$ cat src/rtl/digit_serial_adder_pkg.sv
// Shared types and elaboration helpers for the digit-serial add/subtract unit.
package digit_serial_adder_pkg;

    typedef enum logic [1:0] {
        IDLE = 2'd0,
        RUN  = 2'd1,
        DONE = 2'd2
    } state_t;

    function automatic int digit_count(input int width, input int digit);
        return width / digit;
    endfunction

    function automatic bit params_ok(input int width, input int digit);
        return (digit >= 1) && (digit <= width) && ((width % digit) == 0);
    endfunction

endpackage

$ cat src/rtl/digit_serial_adder_if.sv
// Start/Busy/Done handshake plus operand and result bus of the digit-serial adder.
interface digit_serial_adder_if #(
    parameter int WIDTH = 16
) ();
    logic             Start;
    logic             Sub;
    logic             Cin;
    logic [WIDTH-1:0] X;
    logic [WIDTH-1:0] Y;
    logic [WIDTH-1:0] S;
    logic             Cout;
    logic             Overflow;
    logic             Busy;
    logic             Done;

    modport master (
        output Start, Sub, Cin, X, Y,
        input  S, Cout, Overflow, Busy, Done
    );

    modport slave (
        input  Start, Sub, Cin, X, Y,
        output S, Cout, Overflow, Busy, Done
    );
endinterface

$ cat src/rtl/digit_serial_adder_digit_adder.sv
// Combinational DIGIT-bit ripple slice: one digit of A plus B' plus incoming carry.
module digit_serial_adder_digit_adder #(
    parameter int DIGIT = 4
) (
    input  logic             Cin,
    input  logic [DIGIT-1:0] X,
    input  logic [DIGIT-1:0] Y,
    output logic [DIGIT-1:0] S,
    output logic             Cout
);
    logic [DIGIT:0] sum_s;

    assign sum_s = {1'b0, X} + {1'b0, Y} + {{DIGIT{1'b0}}, Cin};
    assign S     = sum_s[DIGIT-1:0];
    assign Cout  = sum_s[DIGIT];
endmodule

$ cat src/rtl/digit_serial_adder.sv
// Digit-serial add/subtract: one DIGIT-wide slice per cycle, LSB digit first,
// carry held in a register between digits, Start/Busy/Done handshake.
module digit_serial_adder
    import digit_serial_adder_pkg::*;
#(
    parameter int WIDTH = 16,
    parameter int DIGIT = 4
) (
    input  logic                 Clock,
    input  logic                 Reset,
    digit_serial_adder_if.slave  bus
);
    localparam int             N    = digit_count(WIDTH, DIGIT);
    localparam int             CW   = $clog2(N + 1);
    localparam logic [CW-1:0]  LAST = CW'(N - 1);

    generate
        if (!params_ok(WIDTH, DIGIT)) begin : g_param_check
            $fatal(1, "digit_serial_adder: WIDTH must be a non-zero multiple of DIGIT");
        end
    endgenerate

    state_t           state_q, state_d;
    logic [CW-1:0]    cnt_q, cnt_d;
    logic [WIDTH-1:0] a_q, a_d;
    logic [WIDTH-1:0] b_q, b_d;
    logic [WIDTH-1:0] part_q, part_d;
    logic             carry_q, carry_d;
    logic             a_msb_q, a_msb_d;
    logic             b_msb_q, b_msb_d;
    logic [WIDTH-1:0] s_q, s_d;
    logic             cout_q, cout_d;
    logic             ovf_q, ovf_d;
    logic             busy_q, busy_d;
    logic             done_q, done_d;

    logic [DIGIT-1:0] dig_sum_s;
    logic             dig_cout_s;
    logic [WIDTH-1:0] part_next_s;
    logic [WIDTH-1:0] b_in_s;

    digit_serial_adder_digit_adder #(.DIGIT(DIGIT)) u_digit_adder (
        .Cin  (carry_q),
        .X    (a_q[DIGIT-1:0]),
        .Y    (b_q[DIGIT-1:0]),
        .S    (dig_sum_s),
        .Cout (dig_cout_s)
    );

    // New sum digit enters at the MSB end; after N shifts digit 0 sits at the LSB.
    assign part_next_s = (WIDTH'(dig_sum_s) << (WIDTH - DIGIT)) | (part_q >> DIGIT);
    assign b_in_s      = bus.Y ^ {WIDTH{bus.Sub}};

    // Next-state, datapath and output computation
    always_comb begin
        state_d = state_q;
        cnt_d   = cnt_q;
        a_d     = a_q;
        b_d     = b_q;
        part_d  = part_q;
        carry_d = carry_q;
        a_msb_d = a_msb_q;
        b_msb_d = b_msb_q;
        s_d     = s_q;
        cout_d  = cout_q;
        ovf_d   = ovf_q;
        case (state_q)
            IDLE, DONE: begin
                if (bus.Start) begin
                    a_d     = bus.X;
                    b_d     = b_in_s;
                    a_msb_d = bus.X[WIDTH-1];
                    b_msb_d = b_in_s[WIDTH-1];
                    carry_d = bus.Sub ? 1'b1 : bus.Cin;
                    cnt_d   = '0;
                    state_d = RUN;
                end else begin
                    state_d = IDLE;
                end
            end
            RUN: begin
                a_d     = a_q >> DIGIT;
                b_d     = b_q >> DIGIT;
                part_d  = part_next_s;
                carry_d = dig_cout_s;
                cnt_d   = cnt_q + CW'(1);
                if (cnt_q == LAST) begin
                    s_d     = part_next_s;
                    cout_d  = dig_cout_s;
                    ovf_d   = (a_msb_q == b_msb_q) && (part_next_s[WIDTH-1] != a_msb_q);
                    state_d = DONE;
                end else begin
                    state_d = RUN;
                end
            end
            default: begin
                state_d = IDLE;
            end
        endcase
        busy_d = (state_d == RUN);
        done_d = (state_d == DONE);
    end

    // State, datapath and output registers with synchronous reset
    always_ff @(posedge Clock) begin
        if (Reset) begin
            state_q <= IDLE;
            cnt_q   <= '0;
            a_q     <= '0;
            b_q     <= '0;
            part_q  <= '0;
            carry_q <= 1'b0;
            a_msb_q <= 1'b0;
            b_msb_q <= 1'b0;
            s_q     <= '0;
            cout_q  <= 1'b0;
            ovf_q   <= 1'b0;
            busy_q  <= 1'b0;
            done_q  <= 1'b0;
        end else begin
            state_q <= state_d;
            cnt_q   <= cnt_d;
            a_q     <= a_d;
            b_q     <= b_d;
            part_q  <= part_d;
            carry_q <= carry_d;
            a_msb_q <= a_msb_d;
            b_msb_q <= b_msb_d;
            s_q     <= s_d;
            cout_q  <= cout_d;
            ovf_q   <= ovf_d;
            busy_q  <= busy_d;
            done_q  <= done_d;
        end
    end

    assign bus.S        = s_q;
    assign bus.Cout     = cout_q;
    assign bus.Overflow = ovf_q;
    assign bus.Busy     = busy_q;
    assign bus.Done     = done_q;
endmodule

$ cat src/flat_wrapper.sv
// flat-port wrapper written by rule: the top's interface ports become plain ports
module digit_serial_adder_flat import digit_serial_adder_pkg::*;
#(
    parameter int WIDTH = 16,
    parameter int DIGIT = 4
)
  (Clock, Reset, bus_Start, bus_Sub, bus_Cin, bus_X, bus_Y, bus_S, bus_Cout, bus_Overflow, bus_Busy, bus_Done);
  digit_serial_adder_if #(.WIDTH(WIDTH)) bus_i ();
  input  logic Clock;
  input  logic Reset;
  input wire logic [$bits(bus_i.Start)-1:0] bus_Start;
  input wire logic [$bits(bus_i.Sub)-1:0] bus_Sub;
  input wire logic [$bits(bus_i.Cin)-1:0] bus_Cin;
  input wire logic [$bits(bus_i.X)-1:0] bus_X;
  input wire logic [$bits(bus_i.Y)-1:0] bus_Y;
  output wire logic [$bits(bus_i.S)-1:0] bus_S;
  output wire logic [$bits(bus_i.Cout)-1:0] bus_Cout;
  output wire logic [$bits(bus_i.Overflow)-1:0] bus_Overflow;
  output wire logic [$bits(bus_i.Busy)-1:0] bus_Busy;
  output wire logic [$bits(bus_i.Done)-1:0] bus_Done;
  assign bus_i.Start = bus_Start;
  assign bus_i.Sub = bus_Sub;
  assign bus_i.Cin = bus_Cin;
  assign bus_i.X = bus_X;
  assign bus_i.Y = bus_Y;
  assign bus_S = bus_i.S;
  assign bus_Cout = bus_i.Cout;
  assign bus_Overflow = bus_i.Overflow;
  assign bus_Busy = bus_i.Busy;
  assign bus_Done = bus_i.Done;
  digit_serial_adder #(.WIDTH(WIDTH), .DIGIT(DIGIT)) u_core (.Clock(Clock), .Reset(Reset), .bus(bus_i));
endmodule
$ cat config.mk
export PLATFORM = sky130hd
export DESIGN_NAME = digit_serial_adder_flat
export DESIGN_NICKNAME = d
export VERILOG_FILES = /design/src/rtl/digit_serial_adder_pkg.sv /design/src/rtl/digit_serial_adder_if.sv /design/src/rtl/digit_serial_adder_digit_adder.sv /design/src/rtl/digit_serial_adder.sv /design/src/flat_wrapper.sv
export SDC_FILE = /design/constraint.sdc
export NUM_CORES = 1
export LEC_CHECK = 0
export ABC_AREA = 0
export CAP_MARGIN = 5
export CORE_AREA = 2 2 84 86
export CTS_BUF_LIST = sky130_fd_sc_hd__clkbuf_4 sky130_fd_sc_hd__clkbuf_8 sky130_fd_sc_hd__clkbuf_16
export CTS_CLUSTER_DIAMETER = 60
export DETAILED_ROUTE_END_ITERATION = 8
export DIE_AREA = 0 0 86 88
export PLACE_DENSITY_LB_ADDON = 0.25
export SLEW_MARGIN = 20
export SYNTH_ARGS = -nofsm -noshare
export SYNTH_HDL_FRONTEND = slang
export SYNTH_HIERARCHICAL = 1
export SYNTH_SLANG_ARGS = --single-unit
export TNS_END_PERCENT = 30
$ cat constraint.sdc
create_clock -name Clock -period 1.8 [get_ports Clock]
set_input_delay 0.36 -clock Clock [delete_from_list [all_inputs] [get_ports Clock]]
set_output_delay 0.36 -clock Clock [all_outputs]
set_load 0.03 [all_outputs]
# [Yosys cells after proc, flatten, opt, wreduce, memory -nomap -nowiden]
# Cells that the tools add are included.
[classes] n_mux=12 n_eq_ne=8 n_addsub=3 bitwise=2 reduce_logical=7
[op_table] op="case mux 16 bit (2 select lines)" n=2
[op_table] op="2-to-1 mux 16 bit" n=2
[op_table] op="bitwise OR 16 x 12 -> 16 bit" n=1
[op_table] op="XOR 16 bit" n=1
[op_table] op="case mux 3 bit (2 select lines)" n=1
[op_table] op="AND reduction 2 bit" n=3
[op_table] op="adder 4 x 4 -> 5 bit" n=1
[op_table] op="adder 5 x 1 -> 5 bit" n=1
[op_table] op="equality test 2 x 1 -> 1 bit, second input constant" n=2
[op_table] op="equality test 2 bit, second input constant" n=2
[op_table] op="case mux 2 bit (2 select lines)" n=1
[op_table] op="adder 3 x 1 -> 3 bit, second input constant" n=1
[op_table] op="equality test 3 x 2 -> 1 bit, second input constant" n=1
[op_table] op="2-to-1 mux 1 bit" n=3
[op_table] op="2-to-1 mux 3 bit" n=1
[op_table] op="zero test 2 bit" n=1
[op_table] op="2-to-1 mux 2 bit" n=1
[op_table] op="!= test 2 bit, second input constant" n=1
[op_table] op="case mux 1 bit (2 select lines)" n=1
[op_table] op="nonzero test 2 bit" n=1
[op_table] op="OR reduction 2 bit" n=1
[op_table] op="equality test 1 bit" n=1
[op_table] op="logical AND 1 bit" n=1
[op_table] op="!= test 1 bit" n=1
[word_totals] reg_bits=76 out_inout_bits=20 in_bits=37

# [Logic depth before layout (Yosys ltp)]
# Gate-level depths: netlist of run 1.
[logic_depth] word_depth=5 depth_mapped=8

# [Hierarchy]
# Netlist of run 1, hierarchy kept.
[modules_own_cells] mod="digit_serial_adder" seq_area_each_um2=1441.4 cells_per_inst=336 area_per_inst_um2=2874.0 instances=1
[modules_own_cells] mod="digit_serial_adder_digit_adder" seq_area_each_um2=0.0 cells_per_inst=16 area_per_inst_um2=143.9 instances=1

# [Worst setup path after synthesis of run 1]
# No wires, ideal clock.
[synth_timing] path_kind="register to register" startpoint="register u_core.a_q[0]" endpoint="register u_core.ovf_q (netlist: u_core/bus.Overflow)" n_path_buf=0 slack_ns=-0.097 t_arrival_ns=1.806 stages_incl_launch_ff=7 setup_time_ns=0.091 required_ns=1.709 path_cell_list="dfxtp_1 > fa_1 > a21o_1 > a21oi_2 > xnor2_1 > or3b_1 > a311oi_1"
[synth_via] elab_chain_len=5
[synth_rtl] element="from (decl)" line_no="digit_serial_adder.sv:25" rtl="logic [WIDTH-1:0] a_q, a_d;"
[synth_rtl] element="from (signal assigned)" line_no="digit_serial_adder.sv:109" rtl="a_q <= '0;"
[synth_rtl] element="from (signal assigned)" line_no="digit_serial_adder.sv:123" rtl="a_q <= a_d;"
[synth_rtl] element="adder 4 x 4 -> 5 bit" line_no="digit_serial_adder_digit_adder.sv:13" rtl="assign sum_s = {1'b0, X} + {1'b0, Y} + {{DIGIT{1'b0}}, Cin};"
[synth_rtl] element="adder 5 x 1 -> 5 bit" line_no="digit_serial_adder_digit_adder.sv:13"
[synth_rtl] element="named net u_core.dig_sum_s[3]" line_no="digit_serial_adder.sv:37" rtl="logic [DIGIT-1:0] dig_sum_s;"
[synth_rtl] element="bitwise OR 16 x 12 -> 16 bit" line_no="digit_serial_adder.sv:51" rtl="assign part_next_s = (WIDTH'(dig_sum_s) << (WIDTH - DIGIT)) | (part_q >> DIGIT);"
[synth_rtl] element="!= test 1 bit" line_no="digit_serial_adder.sv:90" rtl="ovf_d = (a_msb_q == b_msb_q) && (part_next_s[WIDTH-1] != a_msb_q);"
[synth_rtl] element="logical AND 1 bit" line_no="digit_serial_adder.sv:90"
[synth_rtl] element="to (signal assigned)" line_no="digit_serial_adder.sv:131" rtl="ovf_q <= ovf_d;"
[synth_rtl] element="to (decl)" line_no="digit_serial_adder.sv:33" rtl="logic ovf_q, ovf_d;"
# The timed path passes the listed nets, and every way through them passes these cells.
# A chain may end at the register's enable or synchronous reset.

# [Final worst setup path of run 1]
[layout_timing] startpoint="register u_core.b_q[0]" endpoint="register u_core.ovf_q (netlist: u_core/bus.Overflow)"
[layout_via] elab_chain_len=5
[layout_rtl] element="from (decl)" line_no="digit_serial_adder.sv:26" rtl="logic [WIDTH-1:0] b_q, b_d;"
[layout_rtl] element="from (signal assigned)" line_no="digit_serial_adder.sv:110" rtl="b_q <= '0;"
[layout_rtl] element="from (signal assigned)" line_no="digit_serial_adder.sv:124" rtl="b_q <= b_d;"
[layout_rtl] element="adder 4 x 4 -> 5 bit" line_no="digit_serial_adder_digit_adder.sv:13"
[layout_rtl] element="adder 5 x 1 -> 5 bit" line_no="digit_serial_adder_digit_adder.sv:13"
[layout_rtl] element="named net u_core.dig_sum_s[3]" line_no="digit_serial_adder.sv:37"
[layout_rtl] element="bitwise OR 16 x 12 -> 16 bit" line_no="digit_serial_adder.sv:51"
[layout_rtl] element="!= test 1 bit" line_no="digit_serial_adder.sv:90"
[layout_rtl] element="logical AND 1 bit" line_no="digit_serial_adder.sv:90"
# The timed path passes the listed nets, and every way through them passes these cells.

==> reports/summary.txt, run 1 <==
Syn Area/Cell: 8.57 µm²
Period Utilization, post-route: 1.05
1st-iter DRT viols: 144
Clk network pwr share: 0.338
Starting Density: 0.454
Fin util: 0.579
#FFs+latches synth: 72
Rows: 30
Worst Path Required: 2.05 ns
Failing checks: negative setup slack
Max cap viols: 0
P&R area growth vs syn: 27.4%
Post-synth ARST share: 0
Cell Count, Final, Fillers Out: 490
Maximum net fanout on the critical path: 2
Largest net degree at the start of global routing: 31
Crit Path Class: register to register
H-tree Lvls: 3
Crit path setup slack, layout: -0.0945 ns
All-Layer GR Usage: 0.179
Top-area cell type share of the netlist area: 0.478
Hold Path Depth: 2
Slew @ Worst Pin: 0.523 ns
Clk slew on worst S/H paths: 0.08 ns
Remaining DRCs: 0
Die area: 0.00757 mm²
Clock Tree Root: clkbuf_8
Register area: 0.00145 mm²
Slew Limit Fails: 0
Max-slew headroom at the worst pin: 0.651
Clk Latency, worst-skew pair: 0.35 ns
Hold buffer count at cts: 0
# IOs: 57
Final wirelength: 6.46 mm
Multi-input logic area: 0.00138 mm²
Sw Ratio: 0.273
VDD IR max: 0.000441 V
Syn Std Cell Area: 0.00302 mm²
Total grt overflow: 0
Initial antenna violation count: 0
Final hold violations: 0
Hold Slack: 0.415 ns
Final net count: 449
Via count: 2,594
Highest clock rate: 0.528 GHz
First-pass GRT wire length: 10.7 mm
Drt via density: 5.29
Placed insts: 473
HP Class: input pin to register
R2R cell count: 6
Sw Pwr: 0.898 mW
Crit path capture type: register
Core Footprint: 0.00664 mm²
Unique masters post-synth: 30
Syn_nets: 396
Vias in the first global route: 2,340
Layout cells sized above 1: 0.105
Top post-synthesis cells by area: dfxtp_1 (48%), a21oi_1 (11%), nand2_1 (8.7%)
Detail Placement HPWL: 4.44 mm
DIE HEIGHT: 88 µm
Place WS: -0.0318 ns
Cell count after synthesis: 352
Wirelength per Cell: 13.2 µm
Synth Warn #: 6
Status: finished, violations left
Worst Skew: 0.0106 ns
Min Tclk post-route: 1.89 ns
Port Buffers: 56
Int Pwr: 2.39 mW
Antenna Nets Post-Route: 0
Final setup violation count: 1
TritonCTS clock tree: built
Most area-hungry cell type in the Yosys netlist: dfxtp_1
CTS buffer count: 9
Most common cell in the synthesized netlist: dfxtp_1
EDFF count, synth: 0
DRT Pass-1 Iters: 4
PwrDens: 854 mW/mm²
RSZ-0062 raised after global routing: yes
Layout fillers: 636
Combinational share of power: 0.141
CP arrival: 2.15 ns
Top cells by count, synth: dfxtp_1 (72), nand2_1 (70), a21oi_1 (66)
Die Wd: 86 µm
Primary FF master, synth: dfxtp_1
LEAKAGE: 1.38 nW
Register area share after synthesis: 0.478
Global placement routability congestion: 0.769
ANT cells: 0
CTS Buffer Depth: 2
Critical Path Source Type: register
Sequential share of power: 0.521
Clk sinks: 72
==> final timing paths <==
path / from / end / slack, ns
worst max register to register: u_core/b_q[0] / u_core/bus.Overflow / -0.09
worst min-delay path: Reset / u_core/bus.Busy / 0.42
worst min register to register: u_core/part_q[7] / u_core/bus.S[3] / 0.45
worst max-delay path: u_core/b_q[0] / u_core/bus.Overflow / -0.09
==> power by group through the flow <==
stage          clock network (mW)  logic, mW  registers, mW
2_1_floorplan                   0      0.288           1.74
3_3_place_gp                    0      0.453           1.74
3_5_place_dp                    0      0.458           1.75
4_1_cts                      1.14      0.460           1.71
5_1_grt                      1.21      0.514           1.72
6_report                     1.11      0.462           1.71
==> cell families after synthesis <==
group	count (synthesis)	share of synthesized area
AND/OR/NAND/NOR	123	0.183
AO/OA/AOI/OAI	97	0.185
flip-flops	72	0.478
buffers and inverters	35	0.0676
XOR/XNOR	18	0.0522
adder cells (fa/ha/maj)	7	0.0340
==> registers in the layout, indices dropped and copies added, names as in the netlist, 2 cells and up <==
signal          count
u_core/a_q         16
u_core/b_q         16
u_core/bus.S       16
u_core/part_q      12
u_core/state_q      2
u_core/cnt_q        3
==> through the flow <==
step                area [µm²]  power (mW)  TNS, ns
global route              3840        3.45   -0.166
detailed placement        3660        2.21  -0.0318
CTS                       3830        3.31  -0.0483
floorplan                 3020        2.03        0
global placement          3660        2.20        0
finish                    3840        3.28  -0.0945
==> worst max-delay path: stages (launching register included) <==
cell and delay (ns):
dfxtp_2 0.34, fa_2 0.38, a21o_1 0.17, a21oi_2 0.12
xnor2_1 0.14, or3b_1 0.40, a311oi_2 0.25
==> layout by cell type, fill, tap and decap left out, types with 2 or more instances in the layout <==
master / instances
a21oi_1: 66
a22oi_1: 24
buf_12: 4
buf_4: 12
clkbuf_8: 9
clkdlybuf4s50_1: 55
clkinv_2: 3
clkinvlp_4: 2
dfxtp_1: 69
dfxtp_2: 3
ha_1: 5
inv_1: 5
nand2_1: 70
nand2b_1: 4
nand3_1: 36
nor2_1: 5
xnor2_1: 2
xor2_1: 16
==> timing repair <==
action,CTS,global route
setup endpoints to repair,1,1
gates resized for setup,0,4
buffers inserted,0,1
pin swaps,0,2
==> layer usage <==
metal / wire length [µm] / global-route usage / up-vias
li1: - / - / 1312
met1: 2930 / 0.235 / 1213
met2: 3130 / 0.274 / 63
met3: 323 / 0.0424 / 6
met4: 74 / 0.0924 / 0
met5: 0 / 0 / -
==> layout make-up <==
| class | instances | area share |
|---|---|---|
| Sequential cell | 72 | 0.376 |
| Multi-Input combinational cell | 245 | 0.360 |
| Timing Repair Buffer | 72 | 0.189 |
| Clock buffer | 9 | 0.0322 |
| Tap cell | 80 | 0.0260 |
| Clock inverter | 7 | 0.0124 |
| Inverter | 5 | 0.00488 |
Note: power is estimated with default switching activity, not from simulation.
==> run 2: changes to the inputs <==
CORE_AREA = 2 2 77 79   (was 2 2 84 86)
DIE_AREA = 0 0 79 81   (was 0 0 86 88)
DONT_BUFFER_PORTS = 1   (was not set)
PLACE_DENSITY = 0.72   (was not set)
PLACE_DENSITY_LB_ADDON = not set   (was 0.25)
==> run 2 against run 1 <==
  * Die area shrank 15%
  * Power grew 10%
  * Register-to-register slack gained 0.05 ns
  * Cell count shrank 14%
  * Clock-buffer cell count is the same
  * Worst hold slack lost 0.34 ns
  * The run still ends with negative setup slack left
==> reports/summary.txt, run 2 (same netlist as run 1, synthesis figures left out) <==
Maximum net fanout on the critical path: 2
1st-iter DRT viols: 128
Initial antenna violation count: 0
LEAKAGE: 1.16 nW
Critical path, cell by cell: fa_2 > a21o_1 > a21oi_2 > xnor2_1 > or3b_1 > a311oi_2
ANT cells: 0
Delay-heaviest family, CP: compound AO/OA/AOI/OAI gates
Rows: 28
Die Wd: 79 µm
Worst Path Required: 2.06 ns
Largest net degree at the start of global routing: 73
Antenna Nets Post-Route: 0
Fin Setup TNS: -0.0465 ns
HP Class: input pin to register
DIE HEIGHT: 81 µm
RSZ-0062 raised after global routing: yes
Starting Density: 0.532
CTS Buffer Depth: 2
Fin util: 0.575
Slew @ Worst Pin: 0.394 ns
WP buf/inv: 0
Cell area after placement: 0.00301 mm²
Failing checks: negative setup slack
Register area: 0.00144 mm²
TritonCTS clock tree: built
Worst Skew: 0.0104 ns
PwrDens: 1110 mW/mm²
Min Tclk post-route: 1.85 ns
Global placement routability congestion: 0.749
Max cap viols: 0
Cell Count, Final, Fillers Out: 421
Hold buffer count at cts: 0
Layout fillers: 557
Power Total: 3.61 mW
Drt via density: 5.60
CP max-delay cell: fa_2
Via count: 2,357
Slowest stage delay, CP: 0.39 ns
Clk sinks: 72
Clock Tree Root: clkbuf_8
Port Buffers: 0
DRT Pass-1 Iters: 4
Crit path setup slack, layout: -0.0465 ns
Final setup violation count: 1
Max-slew headroom at the worst pin: 0.736
Period Utilization, post-route: 1.03
Layout cells sized above 1: 0.0954
Remaining DRCs: 0
Final instance area: 0.00326 mm²
P&R area growth vs syn: 8.13%
CP arrival: 2.11 ns
Wirelength per Cell: 14.8 µm
Multi-input logic area: 0.00138 mm²
Detail Placement HPWL: 3.98 mm
Status: finished, violations left
Critical Path Source Type: register
Clk Latency, worst-skew pair: 0.35 ns
Final wirelength: 6.22 mm
Slew Limit Fails: 0
H-tree Lvls: 3
Final net count: 385
VDD IR max: 0.000591 V
All-Layer GR Usage: 0.206
Placed insts: 405
Final hold violations: 0
Core Footprint: 0.00568 mm²
Commonest cells after routing, fill and taps aside: nand2_1 (70), dfxtp_1 (70), a21oi_1 (66)
# IOs: 57
Die area: 0.00640 mm²
Vias in the first global route: 2,229
Crit path capture type: register
CTS buffer count: 9
Highest clock rate: 0.542 GHz
Crit Path Class: register to register
Clk slew on worst S/H paths: 0.09 ns
First-pass GRT wire length: 10.3 mm
Total grt overflow: 0
-- run 2: changes by cell type in the layout (fill, tap and decap cells not counted), moves of 3 or more --
cell             before  now
clkdlybuf4s50_1      55    0
buf_4                12    7
buf_12                4    1
bufinv_16             0    3
clkinv_2              3    0
-- run 2: layout make-up --
type | instances | share of cell area
flip-flops and latches | 72 | 0.442
multi-input cells | 245 | 0.424
clock inverters | 7 | 0.0387
clock buffers | 9 | 0.0380
well taps | 75 | 0.0288
repair buffers | 8 | 0.0222
inverters | 5 | 0.00575
-- run 2: path summary, 6_finish.rpt --
path,from,to,slack [ns],cells past startpoint
max,u_core/carry_q,u_core/bus.Overflow,-0.05,6
max reg2reg,u_core/carry_q,u_core/bus.Overflow,-0.05,6
min,Reset,u_core/bus.S[4],0.07,1
min reg2reg,u_core/part_q[6],u_core/bus.S[2],0.46,2
-- run 2: metrics by stage --
step	setup WS (ns)	hold WS, ns
finish	-0.0465	0.0750
global route	-0.147	0.0570
CTS	-0.0454	0.0626
detailed placement	-0.0340	0.437
global placement	0.00272	0.434
floorplan	0.00223	0.432
-- run 2: where the power goes --
part / switching [mW] / leakage (nW) / total (mW) / internal (mW)
sequential: 0.0500 / 0.587 / 1.72 / 1.67
clock: 0.646 / 0.122 / 1.59 / 0.940
combinational: 0.182 / 0.445 / 0.312 / 0.130
total: 0.878 / 1.16 / 3.61 / 2.73
-- run 2: timing repair --
action / in CTS / in global routing
pin swaps: 0 / 1
buffers inserted: 0 / 0
endpoints found under the hold margin: 0 / 0
endpoints found under the setup margin: 1 / 1
gates resized for setup: 0 / 2
-- run 2: routing by layer --
metal  vias to the layer above  track usage  share of wire  wire length [µm]
met2                        57        0.341           0.50              3110
met1                      1106        0.256           0.44              2730
met4                         0       0.0931          0.016                97
met3                        13       0.0489          0.045               281
met5                         -            0              0                 0
li1                       1181            -              -                 -
-- run 2: worst register-to-register path: cells and delay by family (launching register included) --
family	cells	cell delay (ns)
compound gates	3	0.53
flops	1	0.34
xor+xnor	1	0.14
fa+ha+maj	1	0.39
simple gates	1	0.38
==> run 3: changes to the inputs <==
CTS_CLUSTER_SIZE = 10   (was not set)
==> results of run 3 <==
Same layout as run 2: the final DEF is identical, and so are final timing and power.
